**src/rtl/zigzag_pkg.sv**
```systemverilog
// Shared definitions for the zigzag word unpacker: FSM state encoding,
// default token values, word geometry and the character-count width helper.
// The optional pad-skip behaviour is selected with ZIGZAG_UNPACK_SKIP_PAD_EN
// inside zigzag_byte_selector; nothing in this package depends on it.
package zigzag_pkg;

  // Unpacker control states
  typedef enum logic [1:0] {
    IDLE    = 2'd0,
    SHIFT   = 2'd1,
    WAIT_HI = 2'd2,
    WAIT_LO = 2'd3
  } state_e;

  // End-of-message / start-decryption marker
  localparam logic [7:0] START_TOKEN_DEFAULT = 8'hFA;

  // Filler byte, only meaningful when pad skipping is compiled in
  localparam logic [7:0] PAD_TOKEN_DEFAULT = 8'h00;

  // Characters packed into one input word, character 0 in the MSB byte
  localparam int CHARS_PER_WORD = 4;

  // Width of the byte index inside a word
  localparam int IDX_W = $clog2(CHARS_PER_WORD);

  // Bits needed to hold a character count from 0 up to max_chars inclusive
  function automatic int count_width(input int max_chars);
    if (max_chars < 1) begin
      return 1;
    end else begin
      return $clog2(max_chars + 1);
    end
  endfunction

endpackage

```
**src/rtl/zigzag_byte_selector.sv**
```systemverilog
// Combinational byte picker for the zigzag word unpacker.
// Given the latched word and the current byte index it returns the byte to
// emit, the index it came from, whether no emittable byte is left at or after
// the index, and whether the selected byte is the last emittable one.
// With ZIGZAG_UNPACK_SKIP_PAD_EN defined, bytes equal to PAD_TOKEN are jumped
// over; otherwise every byte is emittable and the selection is simply the
// current index.
module zigzag_byte_selector
  import zigzag_pkg::*;
#(
  parameter int                 D_WIDTH   = 8,
  parameter logic [D_WIDTH-1:0] PAD_TOKEN = D_WIDTH'(PAD_TOKEN_DEFAULT)
) (
  input  logic [CHARS_PER_WORD*D_WIDTH-1:0] i_word,
  input  logic [IDX_W-1:0]                  i_index,
  output logic [D_WIDTH-1:0]                o_byte,
  output logic [IDX_W-1:0]                  o_sel_idx,
  output logic                              o_none_left,
  output logic                              o_last
);

`ifdef ZIGZAG_UNPACK_SKIP_PAD_EN
  localparam bit SKIP_PAD_EN = 1'b1;
`else
  localparam bit SKIP_PAD_EN = 1'b0;
`endif

  localparam int WORD_W = CHARS_PER_WORD * D_WIDTH;

  logic             w_found;
  logic             w_more;
  logic [IDX_W-1:0] w_sel;

  // Character idx of the word; character 0 sits in the most significant byte
  function automatic logic [D_WIDTH-1:0] byte_at(input logic [WORD_W-1:0] word,
                                                 input int idx);
    return word[(CHARS_PER_WORD - 1 - idx) * D_WIDTH +: D_WIDTH];
  endfunction

  // A byte is skipped only when pad skipping is built in and it is a pad
  function automatic logic is_skipped(input logic [D_WIDTH-1:0] b);
    return SKIP_PAD_EN && (b == PAD_TOKEN);
  endfunction

  // Scan forward from the current index for the first and any further emittable byte
  always_comb begin
    w_found = 1'b0;
    w_more  = 1'b0;
    w_sel   = i_index;
    for (int k = 0; k < CHARS_PER_WORD; k++) begin
      if ((k >= int'(i_index)) && !is_skipped(byte_at(i_word, k))) begin
        if (!w_found) begin
          w_found = 1'b1;
          w_sel   = IDX_W'(k);
        end else begin
          w_more = 1'b1;
        end
      end else begin
        w_more = w_more;
      end
    end
    o_sel_idx   = w_sel;
    o_none_left = !w_found;
    o_last      = !w_more;
    o_byte      = byte_at(i_word, int'(w_sel));
  end

endmodule

```
**src/rtl/zigzag_word_unpacker.sv**
```systemverilog
// Zigzag word unpacker: accepts packed 4-character words and serialises them
// into the decryptor's one-character-per-cycle data/valid stream.
// - A START_DECRYPTION_TOKEN byte ends the message: the rest of its word is
//   dropped and the block waits for the decryptor's busy high/low handshake.
// - After MAX_NOF_CHARS characters the next ordinary byte is replaced by the
//   token, forcing a message boundary.
// - busy_i high during SHIFT freezes the stream at the current byte.
// All outputs are registered. Optional build macro: ZIGZAG_UNPACK_SKIP_PAD_EN
// (drop PAD_TOKEN bytes without emitting, counting or spending a cycle).
module zigzag_word_unpacker
  import zigzag_pkg::*;
#(
  parameter int                 D_WIDTH                = 8,
  parameter int                 MAX_NOF_CHARS          = 50,
  parameter logic [D_WIDTH-1:0] START_DECRYPTION_TOKEN = D_WIDTH'(START_TOKEN_DEFAULT),
  parameter logic [D_WIDTH-1:0] PAD_TOKEN              = D_WIDTH'(PAD_TOKEN_DEFAULT)
) (
  input  logic                              clk,
  input  logic                              rst_n,
  input  logic [CHARS_PER_WORD*D_WIDTH-1:0] data_i,
  input  logic                              valid_i,
  output logic                              ready_o,
  input  logic                              busy_i,
  output logic [D_WIDTH-1:0]                data_o,
  output logic                              valid_o
);

  localparam int               WORD_W  = CHARS_PER_WORD * D_WIDTH;
  localparam int               CNT_W   = count_width(MAX_NOF_CHARS);
  localparam logic [CNT_W-1:0] CNT_MAX = CNT_W'(MAX_NOF_CHARS);

  // Registered state
  state_e             r_state;
  logic [WORD_W-1:0]  r_word;
  logic [IDX_W-1:0]   r_index;
  logic [CNT_W-1:0]   r_count;
  logic [D_WIDTH-1:0] r_data;
  logic               r_valid;
  logic               r_ready;

  // Next-state values
  state_e             w_state_nxt;
  logic [WORD_W-1:0]  w_word_nxt;
  logic [IDX_W-1:0]   w_index_nxt;
  logic [CNT_W-1:0]   w_count_nxt;
  logic [D_WIDTH-1:0] w_data_nxt;
  logic               w_valid_nxt;
  logic               w_ready_nxt;

  // Byte selector results for the current word/index
  logic [D_WIDTH-1:0] w_sel_byte;
  logic [IDX_W-1:0]   w_sel_idx;
  logic               w_none_left;
  logic               w_last;

  zigzag_byte_selector #(
    .D_WIDTH   (D_WIDTH),
    .PAD_TOKEN (PAD_TOKEN)
  ) u_byte_selector (
    .i_word      (r_word),
    .i_index     (r_index),
    .o_byte      (w_sel_byte),
    .o_sel_idx   (w_sel_idx),
    .o_none_left (w_none_left),
    .o_last      (w_last)
  );

  // FSM state register
  always_ff @(posedge clk or negedge rst_n) begin
    if (!rst_n) begin
      r_state <= IDLE;
    end else begin
      r_state <= w_state_nxt;
    end
  end

  // Next-state, datapath and output decode
  always_comb begin
    w_state_nxt = r_state;
    w_word_nxt  = r_word;
    w_index_nxt = r_index;
    w_count_nxt = r_count;
    w_data_nxt  = r_data;
    w_valid_nxt = 1'b0;
    case (r_state)
      IDLE: begin
        // r_ready is still low on the very first cycle out of reset
        if (valid_i && r_ready) begin
          w_word_nxt  = data_i;
          w_index_nxt = {IDX_W{1'b0}};
          w_state_nxt = SHIFT;
        end else begin
          w_state_nxt = IDLE;
        end
      end
      SHIFT: begin
        if (busy_i) begin
          // Decryptor stalled us: keep word and index, emit nothing
          w_state_nxt = SHIFT;
        end else if (w_none_left) begin
          // Only pads remained in the word
          w_state_nxt = IDLE;
        end else if ((w_sel_byte == START_DECRYPTION_TOKEN) || (r_count == CNT_MAX)) begin
          // Real or forced end of message; the rest of the word is dropped
          w_data_nxt  = START_DECRYPTION_TOKEN;
          w_valid_nxt = 1'b1;
          w_count_nxt = {CNT_W{1'b0}};
          w_state_nxt = WAIT_HI;
        end else begin
          w_data_nxt  = w_sel_byte;
          w_valid_nxt = 1'b1;
          w_count_nxt = r_count + CNT_W'(1);
          w_index_nxt = w_sel_idx + IDX_W'(1);
          w_state_nxt = w_last ? IDLE : SHIFT;
        end
      end
      WAIT_HI: begin
        // The decryptor may take a cycle or more to raise busy
        if (busy_i) begin
          w_state_nxt = WAIT_LO;
        end else begin
          w_state_nxt = WAIT_HI;
        end
      end
      WAIT_LO: begin
        if (!busy_i) begin
          w_state_nxt = IDLE;
        end else begin
          w_state_nxt = WAIT_LO;
        end
      end
      default: begin
        w_state_nxt = IDLE;
      end
    endcase
    // ready_o mirrors "in IDLE" one register stage ahead, so it appears
    // together with the last beat of a word
    w_ready_nxt = (w_state_nxt == IDLE);
  end

  // Datapath and output registers
  always_ff @(posedge clk or negedge rst_n) begin
    if (!rst_n) begin
      r_word  <= {WORD_W{1'b0}};
      r_index <= {IDX_W{1'b0}};
      r_count <= {CNT_W{1'b0}};
      r_data  <= {D_WIDTH{1'b0}};
      r_valid <= 1'b0;
      r_ready <= 1'b0;
    end else begin
      r_word  <= w_word_nxt;
      r_index <= w_index_nxt;
      r_count <= w_count_nxt;
      r_data  <= w_data_nxt;
      r_valid <= w_valid_nxt;
      r_ready <= w_ready_nxt;
    end
  end

  assign data_o  = r_data;
  assign valid_o = r_valid;
  assign ready_o = r_ready;

endmodule
```
**config.mk**
```make
export PLATFORM = sky130hd
export DESIGN_NAME = zigzag_word_unpacker
export DESIGN_NICKNAME = d
export VERILOG_FILES = /design/src/rtl/zigzag_pkg.sv /design/src/rtl/zigzag_byte_selector.sv /design/src/rtl/zigzag_word_unpacker.sv
export SDC_FILE = /design/constraint.sdc
export NUM_CORES = 1
export LEC_CHECK = 0
export CORE_UTILIZATION = 55
export CTS_CLUSTER_DIAMETER = 100
export DETAILED_ROUTE_END_ITERATION = 7
export GPL_ROUTABILITY_DRIVEN = 0
export PLACE_DENSITY = 0.89
export SLEW_MARGIN = 15
export SYNTH_ARGS = -nofsm -noshare
export SYNTH_HDL_FRONTEND = slang
export SYNTH_SLANG_ARGS = --single-unit
```
**constraint.sdc**
```tcl
create_clock -name clk -period 4 [get_ports clk]
set_input_delay 0.8 -clock clk [delete_from_list [all_inputs] [get_ports clk]]
set_output_delay 0.8 -clock clk [all_outputs]
set_load 0.01 [all_outputs]
```
; ---- Yosys cells after proc, flatten, opt, wreduce, memory -nomap -nowiden
; Index checks and enable logic that the tools add are counted.
[word_totals]
register_bits = 52
in_bits = 36
word_cells = 60
[classes]
addsub = 3
n_lt_le_gt_ge = 3
n_eq_ne = 8
n_shift = 1
n_mux = 29
n_bitwise = 1
reduce_logical = 8
[op_table]
columns = cell, count
row1 = 32-bit by 32-bit indexed part select with 8-bit output, 1
row2 = 2-bit two-way mux, 12
row3 = 1-bit two-way mux, 13
row4 = "8-bit equality test, second input constant", 1
row5 = 8-bit two-way mux, 1
row6 = 2-bit one-hot mux with 4 select lines, 1
row7 = "6-bit by 1-bit adder with 6-bit output, second input constant", 1
row8 = "6-bit equality test, second input constant", 1
row9 = 6-bit two-way mux, 1
row10 = "2-bit != test, second input constant", 3
row11 = "2-bit equality test, second input constant", 2
row12 = "1-bit by 2-bit >= comparator with 1-bit output, first input constant", 2
row13 = 2-bit logical NOT, 2
row14 = 2-bit one-hot mux with 2 select lines, 1
row15 = 2-bit AND reduction, 2
row16 = 4-bit AND reduction, 1
row17 = "2-bit by 2-bit subtractor with 3-bit output, first input constant", 1
row18 = "2-bit by 1-bit adder with 2-bit output, second input constant", 1
row19 = "2-bit by 1-bit equality test with 1-bit output, second input constant", 1
row20 = "2-bit >= comparator, first input constant", 1
row21 = 2-bit nonzero test, 1
row22 = 1-bit logical AND, 1
row23 = 1-bit logical OR, 1
row24 = 1-bit inverter, 1

; ---- Longest topological paths before layout
; Gate-level depths: netlist of run 1.
[depth]
ltp_word = 15
depth_mapped = 10

; ---- Hierarchy
; From an unflattened synthesis of run 1, not the netlist that was laid out.
[unflattened]
hier_cells = 178
area_unflattened_um2 = 2423.6
[modules_own_cells]
columns = mod, instances, cells_each, area_per_inst_um2, seq_area_each_um2
row1 = zigzag_word_unpacker, 1, 163, 2194.6, 1301.2
row2 = zigzag_byte_selector, 1, 15, 229.0, 0.0

; ---- Worst setup path before layout of run 1
; No wires, ideal clock.
[synth_path]
path_type = reg2reg
start = register r_index[0]
end = register r_index[0]
arrival_ns = 2.452
slack_ns = 1.423
stages_incl_launch_ff = 11
path_buffers = 2
synth_period_minus_slack_ns = 2.577
path_cell_list = dfrtp_1 > buf_4 > inv_1 > ha_1 > or2_2 > buf_2 > o211ai_1 > o2111ai_1 > nor3_4 > nor3_2 > mux2_4
[synth_via]
elab_chain_cells = 13
word_cells_on_any_way = 22
classes_between = 2 x add/sub / 3 x order compare / 2 x eq/ne / 1 x shift / 12 x mux / 2 x reduce/logical
[synth_lines]
columns = element, line_no
row1 = from (decl), zigzag_word_unpacker.sv:35  ; logic [IDX_W-1:0] r_index;
row2 = from (signal assigned), zigzag_word_unpacker.sv:145  ; r_index <= {IDX_W{1'b0}};
row3 = from (signal assigned), zigzag_word_unpacker.sv:152  ; r_index <= w_index_nxt;
row4 = 1-bit by 2-bit >= comparator with 1-bit output, zigzag_byte_selector.sv:51  ; if ((k >= int'(i_index)) && !is_skipped(byte_at(i_word, k))) begin
row5 = 2-bit two-way mux / 1-bit two-way mux (equally long branches), zigzag_byte_selector.sv:51
row6 = 2-bit two-way mux, zigzag_byte_selector.sv:52  ; if (!w_found) begin
row7 = 2-bit two-way mux, zigzag_byte_selector.sv:51
row8 = 2-bit two-way mux, zigzag_byte_selector.sv:52
row9 = 2-bit two-way mux, zigzag_byte_selector.sv:51
row10 = 2-bit two-way mux *, zigzag_byte_selector.sv:52
row11 = 2-bit by 2-bit subtractor with 3-bit output, zigzag_byte_selector.sv:37  ; return word[(CHARS_PER_WORD - 1 - idx) * D_WIDTH +: D_WIDTH];
row12 = 32-bit by 32-bit indexed part select with 8-bit output, zigzag_byte_selector.sv:37
row13 = 8-bit equality test, zigzag_word_unpacker.sv:103  ; end else if ((w_sel_byte == START_DECRYPTION_TOKEN) || (r_count == CNT_MAX)) begin
row14 = 1-bit logical OR, zigzag_word_unpacker.sv:103
row15 = 2-bit != test (no source line), -
row16 = 4-bit AND reduction (no source line), -
; Every way passes the cells marked *; elsewhere a longest branch is shown, timed or not. The select of a mux whose other input is x is not followed.
; A chain may end at the register's enable or synchronous reset.

; ---- Final worst setup path of run 1
; Ends and elaborated chain as after synthesis.

==> results of run 1 <==
## logic make-up (layout without fill, tap and decap cells)
group / Yosys count / in the layout / synth area share [%]
adders and majority gates: 6 / 6 / 2.834
and+or+nand+nor: 64 / 64 / 12.99
AOI/OAI and AO/OA: 43 / 43 / 11.81
DFF: 52 / 52 / 49.13
muxes: 47 / 47 / 20.22
buffers and inverters: 17 / 61 / 3.023
## worst reg2reg max path: cells and delay by family (launching register included)
family	cells	cell delay, ns
multiplexers	2	0.71
adder cells (fa/ha/maj)	1	0.67
flip-flops	1	0.66
AND/OR/NAND/NOR	3	0.64
AO/OA/AOI/OAI	1	0.43
## power breakdown
part | leakage [µW] | internal, µW | switching (µW)
clock | 0.0000455 | 141 | 165
sequential | 0.000610 | 791 | 231
combinational | 0.000680 | 699 | 631
## metrics by stage
stage,utilization (%),std cells,setup slack (ns)
2_1_floorplan,-,229,1.423
3_3_place_gp,69.39,317,0.9473
3_5_place_dp,69.39,317,0.8008
4_1_cts,71.39,325,0.7954
5_1_grt,71.39,325,0.5836
6_report,71.39,325,0.7885
## layer usage
metal / vias to the layer above / global-route usage [%]
met5: - / 0
met1: 947 / 32.08
li1: 920 / -
met4: 0 / 6.889
met3: 7 / 3.235
met2: 72 / 40.00
## sequential cells by signal (all words and copies together), names as in the netlist
| register | flops |
|---|---|
| r_word | 32 |
| data_o | 8 |
| r_count | 6 |
| r_index | 2 |
| r_state | 2 |
| ready_o | 1 |
| valid_o | 1 |
## layout by cell type (no fill, tap or decap), types with 2 or more instances in the layout
cell and count:
buf_4 3, mux2_4 2, inv_1 5, nor4_1 3, nand4_1 2, a21oi_1 7
a22o_1 2, mux2_2 34, nor2_1 20, a211oi_1 3, ha_1 6, or3b_2 2
o41ai_1 2, nor3_2 2, nand2_1 11, nor3_1 4, a311o_1 2, clkbuf_8 6
o31ai_1 3, o211ai_1 2, mux2i_1 10, nand2b_1 5, nor2b_1 6, nand3_1 2
clkbuf_1 2, or2_2 2, a31oi_1 5, clkdlybuf4s50_1 44, dfrtp_1 52, o21ai_0 6
## final cells by class
cell class	count	share of cell area, %
well taps	52	2.023
flip-flops and latches	52	40.47
multi-input cells	160	39.57
inverters	5	0.5837
repair buffers	48	14.55
clock buffers	8	2.802
## how the worst min path moves through the flow
| stage | end | depth (start not counted) |
|---|---|---|
| final | data_o[6] | 2 |
| after global routing | r_word[16] | 1 |
| after CTS | data_o[2] | 2 |
| after detailed placement | data_o[2] | 2 |
| after global placement | data_o[6] | 2 |
| after floorplan | r_word[11] | 1 |
==> impl_metrics.env, run 1 <==
export IMPL_hold_path_class="reg2reg"
export IMPL_cp_startpoint="r_index[0]"
export IMPL_synth_area_leader_cell="dfrtp_1"
export IMPL_p_leak_uw=0.001336
export IMPL_finClkSkew_ns=0.008584
export IMPL_min_period_ns=3.212
export IMPL_path_buf_inv=0
export IMPL_max_freq_mhz=311.4
export IMPL_max_slew_margin_pct=48.07
export IMPL_met1_length_um=2439
export IMPL_start_util_pct=58.81
export IMPL_cts_buffers_inserted=5
export IMPL_status="finished, violations left"
export IMPL_ff2ff_setup_slack_ns=0.79
export IMPL_ys_seq_area_share_pct=49.13
export IMPL_violations="design-rule violations"
export IMPL_drive_gt1_share_pct=21.25
export IMPL_stdcell_area_um2=3216
export IMPL_hold_viol=0
export IMPL_ys_seq_elements=52
export IMPL_dp_hpwl_um=3939
export IMPL_crit_arrival_ns=3.40
export IMPL_grt_overflow=0
export IMPL_drt_first_iter_violations=122
export IMPL_avgSynthCellArea_um2=11.57
export IMPL_critPathRequiredTime_ns=4.19
export IMPL_layout_nets=314
export IMPL_slowest_stage="dfrtp_1"
export IMPL_grt_max_degree=53
export IMPL_period_share_pct=80.29
export IMPL_syn_inst=229
export IMPL_startpoint_type="flip-flop"
export IMPL_viasPerCell=5.988
export IMPL_detail_route_wl_per_cell_um=16.50
export IMPL_reg2reg_to="r_index[0]"
export IMPL_wl_met3_um=257
export IMPL_end_kind="flip-flop"
export IMPL_clockBufferDepth=2
export IMPL_htreeDepth=2
export IMPL_yosys_cell_count_top_type="dfrtp_1"
export IMPL_fp_row_count=24
export IMPL_syn_cell_area_um2=2649
export IMPL_die_area_um2=5097
export IMPL_worst_setup_path_type="reg2reg"
export IMPL_vias=1946
export IMPL_critical_path_peak_fanout=18
export IMPL_firstDrtPassIters=6
export IMPL_synth_cell_type_count=47
export IMPL_antenna_found_initial=0
export IMPL_synth_warnings=0
export IMPL_placed_cell_area_um2=3126
export IMPL_die_y_um=71.40
export IMPL_grt_use_total_pct=23.66
export IMPL_path_cells="ha_1, mux2i_1, nor3_1, o32ai_1, nor3_4, nor3_2, mux2_4"
export IMPL_cts_resized=0
export IMPL_diodes=0
export IMPL_rr_startpoint="r_index[0]"
export IMPL_yosys_top_cells_area="dfrtp_1 49%, mux2_2 14%, mux2i_1 3.8%"
export IMPL_async_flop_share_pct=100.0
export IMPL_grt_setup_unrepaired="no"
export IMPL_grt_pass1_vias=2008
export IMPL_port_buffers=45
export IMPL_powerDensity_nw_per_um2=826.5
export IMPL_drc=3
export IMPL_register_area_um2=1301
export IMPL_worst_pin_slew_ns=0.7719
export IMPL_synth_ff_type="dfrtp_1"
export IMPL_fin_setup_tns_ns=0
export IMPL_syn_to_final_growth_pct=21.40
export IMPL_synth_nets=271
export IMPL_crit_cells=7
export IMPL_grt_pass1_wl_um=9446
export IMPL_pin_count=46
export IMPL_finalSetupViolCount=0
export IMPL_drv_slew=0
export IMPL_multiInputGateArea_um2=1272
export IMPL_cts_root_buf="clkbuf_8"
export IMPL_synth_top_area_share_pct=49.13
export IMPL_hold_slack_ns=0.4912
export IMPL_min_from="data_o[6]"
export IMPL_cp_top_family="multiplexers"
export IMPL_route_met2_wl_um=2621
export IMPL_drt_total_wl_um=5361
export IMPL_yosys_top_cells_count="52 x dfrtp_1, 34 x mux2_2, 20 x nor2_1"
export IMPL_synth_edff_count=0
export IMPL_post_cts_setup_buffers=0
export IMPL_clk_insertion_delay_late_ns=0.31
export IMPL_cts_sinks=52
export IMPL_ant_nets=0
export IMPL_ctsHoldBuffers=0
export IMPL_maxCapViolCount=0
export IMPL_highest_layer="met4"
export IMPL_crit_end="r_index[0]"
export IMPL_reg2reg_depth=7
export IMPL_p_total_uw=2658
export IMPL_clkTransAtPathRegs_ns=0.09
export IMPL_core_um2=4504
export IMPL_nFillCells=329
export IMPL_critical_path_max_stage_delay_ns=0.66
export IMPL_cts_tree="built"
export IMPL_die_w_um=71.40
export IMPL_vdd_drop_max_v=0.0004335
Power figures use the tool's default switching activity.
==> run 2: changes to the inputs <==
- CORE_UTILIZATION: 55 -> 47
- PLACE_DENSITY: 0.89 -> 0.81
- clock period: 4 -> 2.8 ns (I/O delays scaled with it)
==> impl_metrics.env, run 2 (synthesized netlist as in run 1, its figures left out) <==
export IMPL_critical_path_peak_fanout=10
export IMPL_cts_root_buf="clkbuf_8"
export IMPL_fin_setup_tns_ns=0
export IMPL_critPathRequiredTime_ns=2.98
export IMPL_stdcell_area_um2=3334
export IMPL_powerDensity_nw_per_um2=1181
export IMPL_register_area_um2=1301
export IMPL_grt_pass1_vias=2017
export IMPL_htreeDepth=2
export IMPL_nFillCells=422
export IMPL_vdd_drop_max_v=0.0006447
export IMPL_grt_use_total_pct=20.11
export IMPL_max_slew_margin_pct=58.72
export IMPL_path_buf_inv=3
export IMPL_clkTransAtPathRegs_ns=0.09
export IMPL_largest_register_ffs=32
export IMPL_grt_overflow=0
export IMPL_die_area_um2=5940
export IMPL_placed_cell_area_um2=3231
export IMPL_path_cells="buf_4, ha_2, or3b_4, a211oi_1, o32ai_1, buf_4, nor3_4, buf_4, nor4_1, a311o_1"
export IMPL_layout_commonest_cell="dfrtp_1"
export IMPL_cts_tree="built"
export IMPL_ctsHoldBuffers=0
export IMPL_syn_to_final_growth_pct=25.89
export IMPL_worst_pin_slew_ns=0.6192
export IMPL_diodes=0
export IMPL_cp_common_cell="buf_4"
export IMPL_drc=0
export IMPL_start_util_pct=50.26
export IMPL_grt_setup_unrepaired="no"
export IMPL_clk_insertion_delay_late_ns=0.30
export IMPL_reg2reg_depth=10
export IMPL_cp_top_family="compound AO/OA/AOI/OAI gates"
export IMPL_vias=1983
export IMPL_dp_slack_ns=0.1216
export IMPL_most_common_layout_cells="52 x dfrtp_1, 44 x clkdlybuf4s50_1, 34 x mux2_2"
export IMPL_finish_utilization_pct=63.27
export IMPL_maxCapViolCount=0
export IMPL_p_leak_uw=0.001391
export IMPL_clockBufferDepth=2
export IMPL_max_freq_mhz=385.4
export IMPL_grt_max_degree=53
export IMPL_status="finished, final reports clean"
export IMPL_cts_sinks=52
export IMPL_multiInputGateArea_um2=1280
export IMPL_fp_row_count=26
export IMPL_crit_cells=10
export IMPL_critical_path_max_stage_delay_ns=0.41
export IMPL_layout_nets=325
export IMPL_drt_first_iter_violations=128
export IMPL_port_buffers=45
export IMPL_post_cts_setup_buffers=0
export IMPL_hold_slack_ns=0.3680
export IMPL_grt_pass1_wl_um=9584
export IMPL_finClkSkew_ns=0.005121
export IMPL_worst_setup_path_type="reg2reg"
export IMPL_crit_arrival_ns=2.78
export IMPL_min_period_ns=2.595
export IMPL_detail_route_wl_per_cell_um=15.43
export IMPL_setup_ws_ns=0.2050
export IMPL_dp_hpwl_um=3969
export IMPL_die_w_um=77.07
export IMPL_ant_nets=0
export IMPL_period_share_pct=92.68
export IMPL_slowest_stage="dfrtp_1"
export IMPL_firstDrtPassIters=4
export IMPL_pin_count=46
export IMPL_viasPerCell=5.618
export IMPL_largest_register="r_word"
export IMPL_cts_resized=0
export IMPL_core_um2=5270
export IMPL_hold_viol=0
export IMPL_cts_buffers_inserted=5
export IMPL_finalSetupViolCount=0
export IMPL_startpoint_type="flip-flop"
export IMPL_drive_gt1_share_pct=25.44
export IMPL_die_y_um=77.07
export IMPL_end_kind="flip-flop"
export IMPL_hold_path_class="in2async"
export IMPL_drt_total_wl_um=5447
export IMPL_antenna_found_initial=0
export IMPL_drv_slew=0
-- run 2: area by class of cell --
type                       count  area share (%)
clock buffer                   7           2.889
inverter                       5          0.5629
multi-input combinational    160           38.39
sequential                    52           39.02
tap                           70           2.627
timing repair buffer          59           16.51
-- run 2: routing by layer --
metal	wire (µm)	global-route usage, %
met1	2455	27.23
met2	2682	33.04
met3	256	4.643
met4	53	4.151
met5	0	0
-- run 2: power by group --
part | internal [µW] | switching, µW | leakage (µW)
Combinational | 1100 | 965 | 0.000731
Sequential | 1130 | 299 | 0.000610
Clock | 220 | 224 | 0.0000503
Total | 2450 | 1490 | 0.00139
-- run 2: worst paths after layout --
path | from | end | slack (ns)
worst max register to register | r_index[0] | r_count[5] | 0.20
worst min register to register | data_o[2] | data_o[2] | 0.51
worst min-delay path | rst_n | data_o[5] | 0.37
worst max-delay path | r_index[0] | r_count[5] | 0.20
min in group clk | data_o[2] | data_o[2] | 0.51
max in group asynchronous | rst_n | r_word[24] | 2.03
-- run 2: stage by stage --
stage	std cells	power (µW)
floorplan	229	2835
global placement	346	3405
detailed placement	346	3467
CTS	353	3921
global route	353	4227
finish	353	3937
